$ cat config.mk
export PLATFORM = sky130hd
export DESIGN_NAME = vga_mem_arbiter
export DESIGN_NICKNAME = d
export VERILOG_FILES = /design/src/rtl/vga_mem_arbiter.sv
export SDC_FILE = /design/constraint.sdc
export NUM_CORES = 1
export LEC_CHECK = 0
export BUFFER_PORTS_ARGS = -buffer_cell sky130_fd_sc_hd__buf_2
export CORE_AREA = 2 2 126 128
export CTS_CLUSTER_DIAMETER = 100
export DETAILED_ROUTE_END_ITERATION = 6
export DIE_AREA = 0 0 128 130
export SLEW_MARGIN = 20
export SYNTH_ARGS = -nofsm -noshare
export SYNTH_HDL_FRONTEND = slang
export SYNTH_SLANG_ARGS = --single-unit
$ cat constraint.sdc
create_clock -name clk -period 1.8 [get_ports clk]
set_input_delay 0.18 -clock clk [delete_from_list [all_inputs] [get_ports clk]]
set_output_delay 0.18 -clock clk [all_outputs]
set_load 0.03 [all_outputs]
$ cat src/rtl/vga_mem_arbiter.sv
// Four-port arbiter and sequencer for the shared single-port frame memory.
// Define ARB_ROUND_ROBIN_EN to rotate BUF/CONV/HPS priority; CAM always stays highest.
module vga_mem_arbiter #(
  parameter int unsigned AW = 16,
  parameter int unsigned DW = 32
) (
  input  logic              clk,
  input  logic              reset,
  input  logic [3:0]        req,
  input  logic [3:0]        lock,
  input  logic [3:0]        we,
  input  logic [4*AW-1:0]   addr_in,
  input  logic [4*DW-1:0]   wdata_in,
  output logic [3:0]        gnt,
  output logic [3:0]        rd_valid,
  output logic [DW-1:0]     rd_data,
  output logic [AW-1:0]     mem_addr,
  output logic [DW-1:0]     mem_wdata,
  output logic              mem_we,
  input  logic [DW-1:0]     mem_rdata,
  output logic              busy
);

  localparam int unsigned NREQ = 4;

  typedef enum logic [1:0] {ST_IDLE, ST_GRANT, ST_LOCKED} state_e;

  state_e          state_q, state_d;
  logic [NREQ-1:0] gnt_q, gnt_d;
  logic [NREQ-1:0] rd_valid_q, rd_valid_d;
  logic [AW-1:0]   addr_hold_q, addr_hold_d;
  logic [1:0]      win_idx;
  logic            win_any;
  logic            keep;

  // Owner keeps a locked burst unless CAM asks for the bus.
  assign keep    = (|(gnt_q & req & lock)) && !(req[0] && !gnt_q[0]);
  assign win_any = |req;

`ifdef ARB_ROUND_ROBIN_EN
  logic [1:0] rr_q, rr_d;
  logic [2:0] cand;
  logic       found;

  // CAM first, then scan BUF..HPS starting at the pointer.
  always_comb begin
    win_idx = 2'd0;
    cand    = 3'd0;
    found   = 1'b0;
    if (req[0]) begin
      found = 1'b1;
    end else begin
      for (int k = 0; k < 3; k++) begin
        cand = {1'b0, rr_q} + 3'(k);
        if (cand > 3'd3) cand = cand - 3'd3;
        if (!found && req[cand[1:0]]) begin
          found   = 1'b1;
          win_idx = cand[1:0];
        end
      end
    end
  end

  always_comb begin
    rr_d = rr_q;
    if (!keep && win_any && (win_idx != 2'd0)) begin
      rr_d = (win_idx == 2'd3) ? 2'd1 : (win_idx + 2'd1);
    end
  end

  always_ff @(posedge clk or posedge reset) begin
    if (reset) rr_q <= 2'd1;
    else       rr_q <= rr_d;
  end
`else
  always_comb begin
    win_idx = 2'd0;
    if      (req[0]) win_idx = 2'd0;
    else if (req[1]) win_idx = 2'd1;
    else if (req[2]) win_idx = 2'd2;
    else if (req[3]) win_idx = 2'd3;
  end
`endif

  // Memory port mux: only a granted, still-requesting master touches memory.
  always_comb begin
    mem_addr  = addr_hold_q;
    mem_wdata = '0;
    mem_we    = 1'b0;
    for (int i = 0; i < NREQ; i++) begin
      if (gnt_q[i] && req[i]) begin
        mem_addr  = addr_in[i*AW +: AW];
        mem_wdata = wdata_in[i*DW +: DW];
        mem_we    = we[i];
      end
    end
  end

  always_comb begin
    state_d     = ST_IDLE;
    gnt_d       = '0;
    rd_valid_d  = gnt_q & req & ~we;
    addr_hold_d = mem_addr;
    if (keep) begin
      state_d = ST_LOCKED;
      gnt_d   = gnt_q;
    end else if (win_any) begin
      state_d = ST_GRANT;
      gnt_d   = NREQ'(1'b1) << win_idx;
    end
  end

  always_ff @(posedge clk or posedge reset) begin
    if (reset) begin
      state_q     <= ST_IDLE;
      gnt_q       <= '0;
      rd_valid_q  <= '0;
      addr_hold_q <= '0;
    end else begin
      state_q     <= state_d;
      gnt_q       <= gnt_d;
      rd_valid_q  <= rd_valid_d;
      addr_hold_q <= addr_hold_d;
    end
  end

  assign gnt      = gnt_q;
  assign rd_valid = rd_valid_q;
  assign rd_data  = mem_rdata;
  assign busy     = (state_q != ST_IDLE);

endmodule

==> run_results.csv <==
group,metric,value,unit
status,status,"finished with violations",
status,violations,"setup timing",
power_and_ir_drop,seqPwrFrac,0.200,
global_routing,grt_first_pass_wirelength,22300,µm
power_and_ir_drop,leakagePower,2.89,nW
floorplan,die_h,130,µm
routing,num_vias,4038,
timing,fin_crit_sh,1.04,
worst_setup_path,worstSetupPathType,"reg2out",
place,portBuffers,263,
global_routing,grt.met2_usage,0.327,
timing,rsz0062_at_grt,"yes",
yosys,synth-seq-cells,26,
power_and_ir_drop,power.density,597,mW/mm²
cts,clock-root-buffer,"clkbuf_16",
yosys,synth_top_area_share,0.224,
routing,drc_errors,0,
timing,fin_setup_tns,-1320,ps
min_path,min-delay-path-class,"in2reg",
timing,hold_slack,85.7,ps
yosys,synth.most_common_cell,"nand2_1",
power_and_ir_drop,combPwrFrac,0.614,
job,cap_violations,0,
cts,cts_max_level,1,
timing,timing.fmax,532,MHz
yosys,synth-edff-count,0,
global_routing,globalRoute.totalOverflow,0,
finish,nets,865,
worst_setup_path,critical_path.max_fanout,8,
place,gp_congestion,0.807,
timing,drv_slew,0,
power_and_ir_drop,swShare,0.389,
routing,ant_nets,0,
worst_setup_path,worstSetupStartpointType,"flop",
yosys,yosysWarnings,0,
yosys,syn_area,0.00290,mm²
floorplan,core,0.0154,mm²
timing,hold_viol,0,
finish,filler_cell_count,1546,
worst_setup_path,worst_ep_required_time,1620,ps
global_routing,grt_max_degree,38,
place,hpwl,9940,µm
global_routing,grtUsageMet3,0.0328,
yosys,ys.flop_type,"dfrtp_1",
yosys,synth.avg_cell_area,7.66,µm²
cts,cts_buffer_depth,2,
yosys,async_reset_ff_frac,1.00,
cts,cts_tree,"built",
floorplan,start_util,0.188,
routing,viasPerCell,4.93,
timing,slew_headroom,0.619,
cts,clk_pin_slew,80,ps
yosys,synth_top_area_cell,"dfrtp_1",
worst_setup_path,endpoint_kind,"output port",
floorplan,die_area,0.0166,mm²
cts,clock_latency,270,ps
finish,syn_to_final_growth,108,%
routing,first_pass_iters,4,
power_and_ir_drop,p_sw,0.00140,W
finish,stdcell_area,0.00604,mm²
global_routing,grt_pass1_vias,4094,
timing,clock_skew,9.89,ps
power_and_ir_drop,finalPower,0.00361,W
timing,setup_viol,32,
global_routing,grt_util_all_layers,0.173,
power_and_ir_drop,irDropWorstVdd,505,µV
cts,cts_buffers,3,
routing,wl_per_cell,20.0,µm
floorplan,row_count,46,
power_and_ir_drop,clockPowerShare,0.186,
routing,drt_iter0_drc,204,
global_routing,antenna_found_initial,1,
yosys,synth_area_leaders,"dfrtp_1 22%, a311oi_1 10%, buf_4 9.1%",
routing,wl,16400,µm
cts,clock-sinks,26,
floorplan,die_x,128,µm
global_routing,grt-busiest-layer,"met2",
place,dpl-instance-area,0.00447,mm²
yosys,synthCells,379,
power_and_ir_drop,p_int,0.00221,W
timing,finalWorstSetupSlack,-80.2,ps
yosys,ys_seq_area_frac,0.224,
yosys,synth_nets,617,
yosys,yosys-top-cells-count,"38 x nand2_1, 35 x buf_4, 34 x and3_1, 34 x o21ai_0, 33 x a311oi_1",
timing,min_period,1880,ps
finish,postLayoutCoreUtil,0.392,
yosys,synth_cell_type_count,29,
timing,worst_pin_slew,570,ps
floorplan,ios,328,
finish,drive_gt1_frac,0.677,
global_routing,grtUsageMet1,0.194,
worst_setup_path,cp.arrival,1700,ps
[flip-flops by register name (all words and copies together), names as in the netlist]
register and cells:
addr_hold_q 16, gnt 4, rd_valid 4, state_q 2
[critical path, stage by stage (launching register included)]
cell and delay (ps):
dfrtp_2 400, nand2_4 60, buf_8 140, and3_4 170, buf_12 160, a221oi_4 300
buf_6 180
[final timing paths]
check / startpoint / to / slack [ps] / depth (start not counted)
setup / recovery: gnt[1] / mem_addr[12] / -80 / 6
hold / removal: we[3] / rd_valid[3] / 90 / 2
setup reg to reg: gnt[3] / addr_hold_q[1] / 290 / 5
hold reg to reg: gnt[2] / gnt[2] / 670 / 3
max in group asynchronous: reset / addr_hold_q[9] / 650 / 4
min in group asynchronous: reset / addr_hold_q[15] / 520 / 3
[through the flow]
step / setup WS, ps / cells
6_report: -80.2 / 819
5_1_grt: -155 / 818
4_1_cts: -114 / 800
3_5_place_dp: -325 / 784
3_3_place_gp: -314 / 784
2_1_floorplan: -94.6 / 379
[per-layer routing]
layer  share of wire  up-vias
met1            0.39     1916
met5               0        -
met3           0.067       28
met4           0.018        0
met2            0.53      209
li1                -     1885
[power groups by stage]
stage	sequential (W)	combinational, W	clock (W)
after floorplan	0.000739	0.00110	0
after global placement	0.000726	0.00153	0
after detailed placement	0.000730	0.00154	0
after CTS	0.000716	0.00200	0.000690
after global routing	0.000730	0.00234	0.000707
final	0.000720	0.00222	0.000672
[cell usage in the layout (no fill, tap or decap), drive strengths merged]
master / Yosys / final
a21o: 1 / 1
a21oi: 1 / 1
a221oi: 16 / 16
a311oi: 33 / 33
and2: 4 / 4
and3: 34 / 34
buf: 53 / 309
bufbuf: 0 / 2
bufinv: 0 / 1
clkbuf: 21 / 8
dfrtp: 26 / 26
diode: 0 / 1
dlygate4sd3: 0 / 1
inv: 17 / 17
mux2i: 19 / 19
nand2: 41 / 41
nand2b: 2 / 2
nand3: 4 / 4
nand3b: 17 / 17
nand4: 1 / 1
nor2: 5 / 5
nor3: 1 / 1
nor4: 1 / 1
o21ai: 64 / 64
o31ai: 17 / 17
or2: 1 / 1
[cell families (layout without fill, tap and decap cells)]
family                 after synthesis  count (layout)  synth area share
DFF                                 26              26             0.224
other                                0               1                 0
muxes                               19              19            0.0655
and+or+nand+nor                    111             111             0.218
AOI/OAI and AO/OA                  132             132             0.309
buffers and inverters               91             338             0.184
[cell type report]
cell class | instances | area (µm²) | share of cell area
multi-input combinational | 262 | 2550 | 0.422
timing repair buffer | 317 | 2430 | 0.402
sequential | 26 | 654 | 0.108
tap | 192 | 240 | 0.0398
clock buffer | 3 | 75.1 | 0.0124
inverter | 17 | 63.8 | 0.0106
clock inverter | 1 | 30.0 | 0.00497
antenna | 1 | 2.50 | 0.000414
[repair_timing]
action	CTS	global route
cloned	8	5
endpoints found under the hold margin	12	0
hold buffers	1	0
buffers inserted	3	14
gates resized for setup	140	61
pin swaps	33	28
setup endpoints to repair	65	49
Note: power is estimated with default switching activity, not from simulation.
